**src/rtl/swap_sort_pkg.sv**
```systemverilog
// Shared definitions for the swap-sort sequencer.
//   state_t     : controller FSM encoding (LOAD / SORT / DRAIN), 2 bits
//   SWAP_CNT_W  : width of the per-batch swap counter
//   idx_w()     : index width for a bank of a given depth (at least 1 bit)
package swap_sort_pkg;

  typedef enum logic [1:0] {
    LOAD  = 2'd0,
    SORT  = 2'd1,
    DRAIN = 2'd2
  } state_t;

  localparam int SWAP_CNT_W = 8;

  // A depth of 2 would give $clog2 = 1 anyway, but keep a floor of 1 bit
  // so a degenerate depth never produces a zero-width index.
  function automatic int idx_w(input int depth);
    return (depth <= 2) ? 1 : $clog2(depth);
  endfunction

endpackage

```
**src/rtl/cmp_swap.sv**
```systemverilog
// Combinational compare-and-swap element.
//   a, b     : operands, unsigned WIDTH bits
//   ascend   : 1 = put the smaller value first, 0 = put the larger first
//   first    : value destined for the lower bank slot
//   second   : value destined for the higher bank slot
//   swapped  : high when the operands were exchanged
// Comparison is strict: equal operands never swap.
module cmp_swap #(
  parameter int WIDTH = 4
) (
  input  logic [WIDTH-1:0] a,
  input  logic [WIDTH-1:0] b,
  input  logic             ascend,
  output logic [WIDTH-1:0] first,
  output logic [WIDTH-1:0] second,
  output logic             swapped
);

  always_comb begin
    swapped = ascend ? (a > b) : (a < b);
    first   = swapped ? b : a;
    second  = swapped ? a : b;
  end

endmodule

```
**src/rtl/swap_sort_ctrl.sv**
```systemverilog
// Batch sorter: loads DEPTH words, bubble-sorts them in place with one
// compare-and-swap per clock (early exit on a swap-free pass), then drains
// them in order.
//   clk, rst_n  : clock, asynchronous active-low reset
//   in_valid/in_ready/in_data     : load port
//   out_valid/out_ready/out_data  : drain port, out_data = mem[rd_idx]
//   busy        : high while sorting
//   swap_count  : swaps performed on the current batch (saturating)
//   dbg_state   : current FSM state, for observation only
//
// Handshakes: a word moves on a rising edge where valid && ready are both
// high. in_ready and out_valid depend only on state, never on the partner's
// valid/ready, and a valid word's data is held stable until it is accepted.
module swap_sort_ctrl
  import swap_sort_pkg::*;
#(
  parameter int WIDTH  = 4,
  parameter int DEPTH  = 8,
  parameter int ASCEND = 1
) (
  input  logic                  clk,
  input  logic                  rst_n,
  input  logic                  in_valid,
  output logic                  in_ready,
  input  logic [WIDTH-1:0]      in_data,
  output logic                  out_valid,
  input  logic                  out_ready,
  output logic [WIDTH-1:0]      out_data,
  output logic                  busy,
  output logic [SWAP_CNT_W-1:0] swap_count,
  output state_t                dbg_state
);

  localparam int   IW  = idx_w(DEPTH);
  localparam logic ASC = (ASCEND != 0);

  localparam logic [IW-1:0] LAST_IDX  = IW'(DEPTH - 1);
  localparam logic [IW-1:0] LAST_PASS = IW'(DEPTH - 2);

  state_t state, state_nxt;

  logic [WIDTH-1:0] mem [DEPTH];
  logic [IW-1:0]    wr_idx;
  logic [IW-1:0]    rd_idx;
  logic [IW-1:0]    j;
  logic [IW-1:0]    pass;
  logic             pass_swapped;

  logic [IW-1:0]    j_nxt;
  logic [IW-1:0]    last_j;
  logic             end_pass;
  logic             sort_done;
  logic             load_fire;
  logic             drain_fire;
  logic [WIDTH-1:0] cs_first;
  logic [WIDTH-1:0] cs_second;
  logic             cs_swapped;

  assign j_nxt      = j + IW'(1);
  // Pass p shrinks by one slot each time: the largest remaining value has
  // already bubbled to the end.
  assign last_j     = LAST_PASS - pass;
  assign end_pass   = (j == last_j);
  // The current compare counts toward "this pass swapped".
  assign sort_done  = end_pass && (!(pass_swapped || cs_swapped) || (pass == LAST_PASS));
  assign load_fire  = in_valid && in_ready;
  assign drain_fire = out_valid && out_ready;

  cmp_swap #(.WIDTH(WIDTH)) u_cmp_swap (
    .a       (mem[j]),
    .b       (mem[j_nxt]),
    .ascend  (ASC),
    .first   (cs_first),
    .second  (cs_second),
    .swapped (cs_swapped)
  );

  // FSM: state register
  always_ff @(posedge clk or negedge rst_n) begin
    if (!rst_n) state <= LOAD;
    else        state <= state_nxt;
  end

  // FSM: next state
  always_comb begin
    state_nxt = state;
    unique case (state)
      LOAD:    if (load_fire && (wr_idx == LAST_IDX))   state_nxt = SORT;
      SORT:    if (sort_done)                           state_nxt = DRAIN;
      DRAIN:   if (drain_fire && (rd_idx == LAST_IDX))  state_nxt = LOAD;
      default: state_nxt = LOAD;
    endcase
  end

  // FSM: outputs
  always_comb begin
    in_ready  = (state == LOAD);
    out_valid = (state == DRAIN);
    busy      = (state == SORT);
    // Gated so the port reads zero outside DRAIN (bank is not reset).
    out_data  = (state == DRAIN) ? mem[rd_idx] : '0;
    dbg_state = state;
  end

  // Indices, pass bookkeeping and swap counter
  always_ff @(posedge clk or negedge rst_n) begin
    if (!rst_n) begin
      wr_idx       <= '0;
      rd_idx       <= '0;
      j            <= '0;
      pass         <= '0;
      pass_swapped <= 1'b0;
      swap_count   <= '0;
    end else begin
      unique case (state)
        LOAD: begin
          if (load_fire) begin
            if (wr_idx == '0) swap_count <= '0;
            if (wr_idx == LAST_IDX) begin
              wr_idx       <= '0;
              j            <= '0;
              pass         <= '0;
              pass_swapped <= 1'b0;
            end else begin
              wr_idx <= wr_idx + IW'(1);
            end
          end
        end
        SORT: begin
          if (cs_swapped) begin
            pass_swapped <= 1'b1;
            if (swap_count != {SWAP_CNT_W{1'b1}}) swap_count <= swap_count + 1'b1;
          end
          if (end_pass) begin
            if (!sort_done) begin
              pass         <= pass + IW'(1);
              j            <= '0;
              pass_swapped <= 1'b0;
            end
          end else begin
            j <= j_nxt;
          end
        end
        DRAIN: begin
          if (drain_fire) begin
            if (rd_idx == LAST_IDX) rd_idx <= '0;
            else                    rd_idx <= rd_idx + IW'(1);
          end
        end
        default: ;
      endcase
    end
  end

  // Register bank: contents are meaningless until loaded, so no reset.
  always_ff @(posedge clk) begin
    if (load_fire) mem[wr_idx] <= in_data;
    if (busy && cs_swapped) begin
      mem[j]     <= cs_first;
      mem[j_nxt] <= cs_second;
    end
  end

endmodule

```
**config.mk**
```make
export PLATFORM = sky130hd
export DESIGN_NAME = swap_sort_ctrl
export DESIGN_NICKNAME = d
export VERILOG_FILES = /design/src/rtl/swap_sort_pkg.sv /design/src/rtl/cmp_swap.sv /design/src/rtl/swap_sort_ctrl.sv
export SDC_FILE = /design/constraint.sdc
export NUM_CORES = 1
export LEC_CHECK = 0
export BUFFER_PORTS_ARGS = -buffer_cell sky130_fd_sc_hd__buf_2
export CELL_PAD_IN_SITES_DETAIL_PLACEMENT = 2
export CELL_PAD_IN_SITES_GLOBAL_PLACEMENT = 2
export CORE_MARGIN = 2
export CORE_UTILIZATION = 25
export DETAILED_ROUTE_END_ITERATION = 10
export PLACE_DENSITY_LB_ADDON = 0.1
export SLEW_MARGIN = 20
export SYNTH_ARGS = -nofsm -noshare
export SYNTH_HDL_FRONTEND = slang
export SYNTH_SLANG_ARGS = --single-unit
export TNS_END_PERCENT = 20
```
**constraint.sdc**
```tcl
create_clock -name clk -period 5.4 [get_ports clk]
set_input_delay 1.08 -clock clk [delete_from_list [all_inputs] [get_ports clk]]
set_output_delay 1.08 -clock clk [all_outputs]
set_load 0.005 [all_outputs]
```
Yosys cells after proc, flatten, opt, wreduce, memory -nomap -nowiden
Memory sizes are Yosys's and may differ from the RTL's.
Cells that the tools add are included.
{"block": "totals", "reg_bits": 23, "ramBits": 32, "inputBits": 8, "output_inout_bits": 17, "word_cells": 88, "memories": 1}
{"block": "op_classes", "add_sub_neg": 6, "n_lt_le_gt_ge": 1, "eq_ne": 18, "muxes": 35, "reduce_logical": 20}
{"name": "mem", "depth": 8, "word_bits": 4, "read_ports": 3, "rd_ports_with_merged_regs": 0, "wr": 2, "line": "swap_sort_ctrl.sv:42", "rtl": "logic [WIDTH-1:0] mem [DEPTH];"}
{"cell": "$mux 8", "count": 4}
{"cell": "$mux 3", "count": 9}
{"cell": "$ne 2x1->1 const B", "count": 9}
{"cell": "$mux 4", "count": 4}
{"cell": "$pmux 8 s2", "count": 1}
{"cell": "$add 3x1->3 const B", "count": 4}
{"cell": "$pmux 3 s2", "count": 2}
{"cell": "$mux 1", "count": 10}
{"cell": "$reduce_and 5->1", "count": 2}
{"cell": "$eq 3x3->1 const B", "count": 3}
{"cell": "$add 8x1->8 const B", "count": 1}
{"cell": "$ne 8x8->1 const B", "count": 1}
{"cell": "$logic_and 1x1->1", "count": 6}
{"cell": "$mux 2", "count": 3}
{"cell": "$pmux 2 s3", "count": 1}
{"cell": "$reduce_and 3->1", "count": 2}
{"cell": "$gt 4x4->1", "count": 1}
{"cell": "$reduce_and 2->1", "count": 2}
{"cell": "$reduce_and 4->1", "count": 1}
{"cell": "$reduce_or 4->1", "count": 1}
{"cell": "$eq 3x3->1", "count": 1}
{"cell": "$logic_not 3->1", "count": 1}
{"cell": "$ne 3x3->1 const B", "count": 1}
{"cell": "$sub 3x3->3 const A", "count": 1}
{"cell": "8 further kinds", "count": 9}

Longest topological paths before layout
Gate-level depths: netlist of the first run.
An unclocked memory read counts as a cell.
{"block": "depth", "depth_word": 10, "ltp_mapped": 11, "depth_no_buf": 10}

Hierarchy
From an unflattened synthesis of the first run, not the netlist that was laid out.
{"block": "unflattened", "hier_cells": 321, "area_unflattened_um2": 3980.1}
{"module": "swap_sort_ctrl", "n_inst": 1, "cells_per_inst": 285, "area_per_inst_um2": 3611.0, "seq_area_each_um2": 1536.5}
{"module": "cmp_swap", "n_inst": 1, "cells_per_inst": 36, "area_per_inst_um2": 369.1, "seq_area_each_um2": 0.0}

Worst setup path after synthesis of the first run
OpenSTA, ideal clock, no wires.
{"block": "synth_timing", "kind": "register to register", "startpoint": "reg j[0]", "endpoint": "mem mem[1][0] (enable)", "setup_time_ns": 0.338, "arrival_ns": 3.316, "required_time_ns": 5.062, "slack_ns": 1.746, "path_stages_with_launch": 12, "path_buffers": 1, "period_less_slack_ns": 3.654, "path_cell_list": "dfrtp_1 > ha_1 > xor2_4 > mux4_1 > mux2_4 > ha_1 > nand4_1 > and2_1 > o21ai_1 > buf_4 > nor4_2 > o21bai_1"}
{"element": "start, declared", "line": "swap_sort_ctrl.sv:45", "rtl": "logic [IW-1:0] j;"}
{"element": "start signal, assigned", "line": "swap_sort_ctrl.sv:141", "rtl": "j <= j_nxt;"}
{"element": "end, declared", "line": "swap_sort_ctrl.sv:42"}

==> metrics.md, run 1 <==
| Metric | Value |
|---|---|
| Wirelength per Cell | 23.9 um |
| Syn_nets | 334 |
| P per Cell Area | 682 mW/mm^2 |
| Detailed Route WL | 12500 um |
| Critical Path Fanout Max | 11 |
| XOR/XNOR Fraction of Synth Area | 2.17% |
| DRC violations left | 0 |
| Final number of hold-violating endpoints | 0 |
| Worst slew margin relative to its limit | roughly 38% |
| Number of failing setup endpoints in the final timing report | 0 |
| Leak pwr | between 0.0015 and 0.002 uW |
| Maximum root-to-sink buffer count | 2 |
| Quantity of gates resized following cts | 0 |
| Number of enable-type register cells in the synthesized netlist | 32 |
| Share of cell area taken by muxes after synthesis | approximately 30% |
| Synth cell types | ~60 |
| Horizontal die dimension | around 130 um |
| Share of flip-flops with an asynchronous set or reset after synthesis | between 40% and 50% |
| Area share of and/or/nand/nor cells after synthesis | a little over a tenth |
| Run status | finished, final reports clean |
| Most frequent cells after synthesis | 54 x mux2i_1, 32 x edfxtp_1, 23 x dfrtp_1, 23 x nand2_1, 19 x mux4_2 |
| Area growth, synth to finish | 12.3% |
| Mapped Area | slightly below 0.004 sq mm |
| Share of layout cells above drive strength 1 | roughly 24% |
| Capturing element type of the critical path | flip-flop |
| CTS tree | done |
| Most used flip-flop cell after synthesis | edfxtp_1 |
| Max-capacitance violation count | 0 |
| Post-layout minimum cycle time | between 4 and 5 ns |
| Crit path launch type | flip-flop |
| Met3 track demand over resource | 2.16% |
| Top Ports | 25 |
| Global-route wire length before repair | 19800 um |
| Number of global-route vias before repair | slightly above 3000 |
| Detailed-route via count | 2761 |
| HPWL after DPL | 9620 um |
| Synthesized flop and latch total | 55 |
| # port buffers | 24 |
| Count of nets after finishing | between 300 and 400 |
| Clock Skew | about 0.0056 ns |
| Full die area | around 0.016 sq mm |
| Total routing resource utilization after global routing | between 15 and 20% |
| Total inserted antenna cells | 0 |
| GRT Max-Usage Layer | met2 |
| Fraction of the cycle the final worst path needs | 87.2% |
| Startpoint-to-endpoint class of the critical path | flip-flop to flip-flop |
| CP Data Required Time | between 5 and 6 ns |
| Library cell with the highest instance count after synthesis | mux2i_1 |
| Initial antenna violation count | 0 |
| Remaining antenna violation count after routing | 0 |
| Sequential area share after synthesis | 39.7% |
| Placeable core region | 0.0151 sq mm |
| CP Data Arrival Time | 4.68 ns |
| Number of clock buffers inserted by TritonCTS | 5 |
| Routability congestion estimate | 0.803 |
| Total negative slack | 0 ns |
| Clock tree root driver cell | clkbuf_16 |
| Drt first-iter violations | 120 |
| Placement Rows | 45 |
| Post-Synthesis Mean Instance Area | ~12 sq um |
| Setup repair after global routing missed its margin | no |
| Largest family of logic cells by synthesized area | multiplexers |
| Met2 GRT Util | between 20% and 30% |
| Worst-margin pin slew | between 0.9 and 1 ns |
| Maximum number of pins on one net before global-route repair | 35 |
| FMAX | roughly 210 MHz |
| Maximum vdd drop | roughly 0.23 mV |
| Adder-cell share of the synthesized area | 4.53% |
| Non-Filler Instances | between 500 and 600 |
| Count of pins over their slew limit | 0 |
| Gate count of the mapped netlist | 312 |
| H-Tree Depth | 2 |
| Postcts setup bufs | 0 |
| Aggregate global routing overflow | 0 |
| Yosys top cell by area | edfxtp_1 |
| Post-DR vias/cell | 5.28 |
| Top-area cell type share of the netlist area | 24.8% |
| Insertion delay of the later-clocked pin in the worst-skew pair | between 0.3 and 0.4 ns |
| CTS Hold Bufs | 0 |
| Number of warning messages in the yosys log | 0 |
| Vert. Die Dim | between 100 and 150 um |
| Effective utilization at floorplan | roughly a quarter |
| Clk sink count | between 50 and 60 |
| HP Class | flip-flop to flip-flop |
| Length of the first detailed-routing pass in iterations | 4 |
| Number of placed instances, taps included | 515 |
| Clock slew seen by the registers of the worst setup and hold paths | 0.08 ns |
| GR Util met1 | between 20% and 30% |
| Synth area leaders | edfxtp_1 25%, dfrtp_1 15%, mux2i_1 14% |
| Complex-gate fraction of the synthesized area | 10.0% |
==> where the power goes <==
group | internal [uW] | total, uW | switching, uW
clock | 176 | 355 | 179
sequential | 616 | 813 | 198
combinational | 703 | 1790 | 1090
==> layout make-up <==
class	instances	area [sq um]
clock inverters	3	22.5
fillers	1623	10800
inverters	8	30.0
flip-flops and latches	55	1540
repair buffers	31	173
clock buffers	5	125
multi-input cells	233	2220
well taps	188	235
==> through the flow <==
step / instance area (sq um) / power, uW / hold WS, ns / setup slack [ns] / utilization [%]
CTS: 4340 / 3030 / 0.537 / 0.675 / 28.7
floorplan: 3870 / 2020 / 0.495 / 1.75 / -
global route: 4340 / 3210 / 0.583 / 0.366 / 28.7
global placement: 4190 / 2650 / 0.499 / 0.771 / 27.7
detailed placement: 4190 / 2660 / 0.523 / 0.700 / 27.7
finish: 4340 / 2960 / 0.525 / 0.694 / 28.7
==> layout by cell type (no fill, tap or decap), drive strengths merged, types with 3 or more instances in the layout <==
| master | count |
|---|---|
| mux2 | 7 |
| nand3 | 6 |
| clkbuf | 5 |
| nor2b | 4 |
| o211ai | 4 |
| nor2 | 15 |
| a31oi | 3 |
| xor2 | 3 |
| a2bb2oi | 4 |
| buf | 31 |
| mux2i | 55 |
| nand4 | 3 |
| inv | 10 |
| nand2b | 6 |
| a211oi | 3 |
| mux4 | 22 |
| nand2 | 24 |
| edfxtp | 32 |
| o21ai | 12 |
| a21o | 3 |
| ha | 14 |
| a21oi | 7 |
| o21bai | 6 |
| nor3 | 4 |
| nor4 | 3 |
| dfrtp | 23 |
==> flip-flops by register name (all words and copies together), names as in the netlist <==
register and count:
wr_idx 3, mem 32, swap_count 8, rd_idx 3, pass_swapped 1, j 3, pass 3, dbg_state 2
==> kinds of logic after synthesis <==
family                   after synthesis
adder cells (fa/ha/maj)               14
XOR/XNOR                               5
AND/OR/NAND/NOR                       75
flip-flops                            55
AO/OA/AOI/OAI                         55
buffers and inverters                 24
multiplexers                          84
==> path summary, 6_finish.rpt <==
path	depth (start not counted)	to	start	slack [ns]
setup / recovery	11	mem[5][3]	j[1]	0.69
hold / removal	1	swap_count[7]	swap_count[7]	0.52
setup reg to reg	11	mem[5][3]	j[1]	0.69
hold reg to reg	1	swap_count[7]	swap_count[7]	0.52
max in group asynchronous	1	rd_idx[1]	rst_n	4.25
min in group asynchronous	1	swap_count[3]	rst_n	0.76
==> critical path, cell delays in order, from the launching register on <==
cell and delay (ns):
dfrtp_1 0.65, ha_1 0.40, xor2_4 0.35, mux4_1 0.61, mux2_4 0.30, ha_1 0.28, nand4_1 0.20, and2_1 0.24
o21ai_2 0.18, buf_4 0.24, nor4_2 0.57, o21bai_1 0.33
==> per-layer routing <==
metal  part of all wire (%)  routed length [um]  vias up
met1                     48                5980     1446
met3                    2.3                 292       12
li1                       -                   -     1265
met5                      0                   0        -
met4                    1.8                 223        0
met2                     48                6020       38
Note: power is estimated with default switching activity, not from simulation.
==> run 2, diff against run 1 <==
--- a/config.mk
+++ b/config.mk
@@ -14,3 +14,3 @@
 export PLACE_DENSITY_LB_ADDON = 0.1
-export SLEW_MARGIN = 20
+export SLEW_MARGIN = 0
 export SYNTH_ARGS = -nofsm -noshare
==> constraint.sdc (replaced) <==
create_clock -name clk -period 5.8 [get_ports clk]
set_input_delay 0.29 -clock clk [delete_from_list [all_inputs] [get_ports clk]]
set_output_delay 0.29 -clock clk [all_outputs]
set_load 0.005 [all_outputs]
==> metrics.md, run 2 (synthesis gave the netlist of run 1 again) <==
| Metric | Value |
|---|---|
| Final core occ | approximately 29% |
| Total inserted antenna cells | 0 |
| Quantity of gates resized following cts | 0 |
| HPWL after DPL | roughly 9500 um |
| Area growth, synth to finish | 11.7% |
| Clock tree root driver cell | clkbuf_16 |
| Capturing element type of the critical path | flip-flop |
| Fraction of the cycle the final worst path needs | between 80% and 90% |
| Postcts setup bufs | 0 |
| Length of the first detailed-routing pass in iterations | 4 |
| H-Tree Depth | 2 |
| Detailed-routing wirelength on met1 | 5900 um |
| Clock Skew | 0.00547 ns |
| Number of clock buffers inserted by TritonCTS | 5 |
| Post-DR vias/cell | around 5.3 |
| Full die area | 0.0165 sq mm |
| CP Data Required Time | 5.77 ns |
| Insertion delay of the later-clocked pin in the worst-skew pair | approximately 0.31 ns |
| Detailed-route via count | 2736 |
| Number of failing setup endpoints in the final timing report | 0 |
| Top Ports | 25 |
| Leak pwr | between 0.0015 and 0.002 uW |
| Horizontal die dimension | 128 um |
| Initial antenna violation count | 0 |
| Total routing resource utilization after global routing | between 15 and 20% |
| Slowest cell delay on critical path | around 0.90 ns |
| Met3 routed WL | 235 um |
| Crit path launch type | flip-flop |
| Clk sink count | 55 |
| Worst-margin pin slew | between 1 and 1.5 ns |
| CTS tree | done |
| Count of pins over their slew limit | 0 |
| Most common cell after layout, fill and taps aside | mux2i_1 |
| Top flop regs | mem: 32 flops, swap_count: 8 flops |
| Critical Path Fanout Max | 20 |
| Final number of hold-violating endpoints | 23 |
| Startpoint-to-endpoint class of the critical path | flip-flop to flip-flop |
| P per Cell Area | around 640 mW/mm^2 |
| Maximum vdd drop | around 0.21 mV |
| # port buffers | 24 |
| Clock slew seen by the registers of the worst setup and hold paths | about 0.07 ns |
| CP delay by family, top | compound AO/OA/AOI/OAI gates |
| Cell repeated most along the worst path | ha_1 |
| Aggregate global routing overflow | 0 |
| Placement Rows | 45 |
| Post-layout minimum cycle time | just under 5 ns |
| CTS Hold Bufs | 0 |
| Run status | complete, but fails checks |
| Max-capacitance violation count | 0 |
| Placeable core region | 0.0151 sq mm |
| Setup repair after global routing missed its margin | no |
| Vert. Die Dim | around 130 um |
| Flip-flop count of the largest register, all copies and words added | 32 |
| Top metal layer carrying routed signals | met4 |
| Remaining antenna violation count after routing | 0 |
| DRC violations left | 0 |
| HP Class | primary input to async pin |
| Fin worst setup slack | ~0.86 ns |
| Sum of buffers and inverters on the critical path | 0 |
| Count of nets after finishing | about 350 |
| Share of layout cells above drive strength 1 | 23.4% |
| Pre-CTS setup slack | 0.884 ns |
| Maximum root-to-sink buffer count | 2 |
| Worst slew margin relative to its limit | around 26% |
| Slowest library cell on the worst path | o21ai_2 |
| Drt first-iter violations | between 90 and 100 |
| Global-route wire length before repair | 19300 um |
| Sequence of cells on the critical path | ha_1 -> mux4_2 -> mux2i_1 -> ha_1 -> nor2b_1 -> o211a_1 -> o21ai_2 -> a31oi_1 -> o21bai_1 |
| Routability congestion estimate | roughly 0.75 |
| CP Data Arrival Time | a little under 5 ns |
| Total negative slack | 0 ns |
| Wirelength per Cell | between 20 and 25 um |
| Biggest register | mem |
| FMAX | just over 200 MHz |
| Number of global-route vias before repair | ~3000 |
| Maximum number of pins on one net before global-route repair | 35 |
| Design Power | between 2000 and 3000 uW |
| Effective utilization at floorplan | around a quarter |
| Most frequent cells in the layout | 54 x mux2i_1, 32 x edfxtp_1, 24 x buf_2 |
| Violations in the final reports | hold timing |
| Detailed Route WL | between 10000 and 15000 um |
| Tightest hold margin | -0.0231 ns |
| Met2 Routed Length | 6310 um |
==> run 2: layer usage <==
metal	up-vias	global-route usage (%)
li1	1255	-
met1	1435	21.7
met2	37	27.6
met3	9	2.54
met4	0	4.40
met5	-	0
==> run 2: worst paths after layout <==
kind,start,end,slack (ns),cells after the start
min in group clk,in_valid,wr_idx[2],0.33,4
worst max-delay path,j[1],mem[5][3],0.86,9
max in group asynchronous,rst_n,wr_idx[1],5.44,1
worst max register to register,j[1],mem[5][3],0.86,9
worst min-delay path,rst_n,swap_count[2],-0.02,1
worst min register to register,swap_count[7],swap_count[7],0.52,1
==> run 2: power by group <==
part	leakage (uW)	internal, uW	total [uW]	switching (uW)
clock	0.0000708	161	310	149
combinational	0.000961	658	1680	1020
sequential	0.000584	574	757	183
==> run 2: layout make-up <==
| type | instances | area (sq um) |
|---|---|---|
| tap | 188 | 235 |
| sequential | 55 | 1540 |
| timing repair buffer | 29 | 158 |
| fill | 1636 | 10800 |
| inverter | 8 | 30.0 |
| multi-input combinational | 233 | 2220 |
| clock inverter | 2 | 13.8 |
| clock buffer | 6 | 129 |
==> run 2: per-stage QoR <==
stage                     cells  hold WS [ns]  cell area, sq um
final                       521       -0.0231              4320
after global routing        521        0.0232              4320
after CTS                   521      0.000967              4320
after detailed placement    513         0.339              4180
after global placement      513         0.335              4180
after floorplan             312      -0.00559              3870
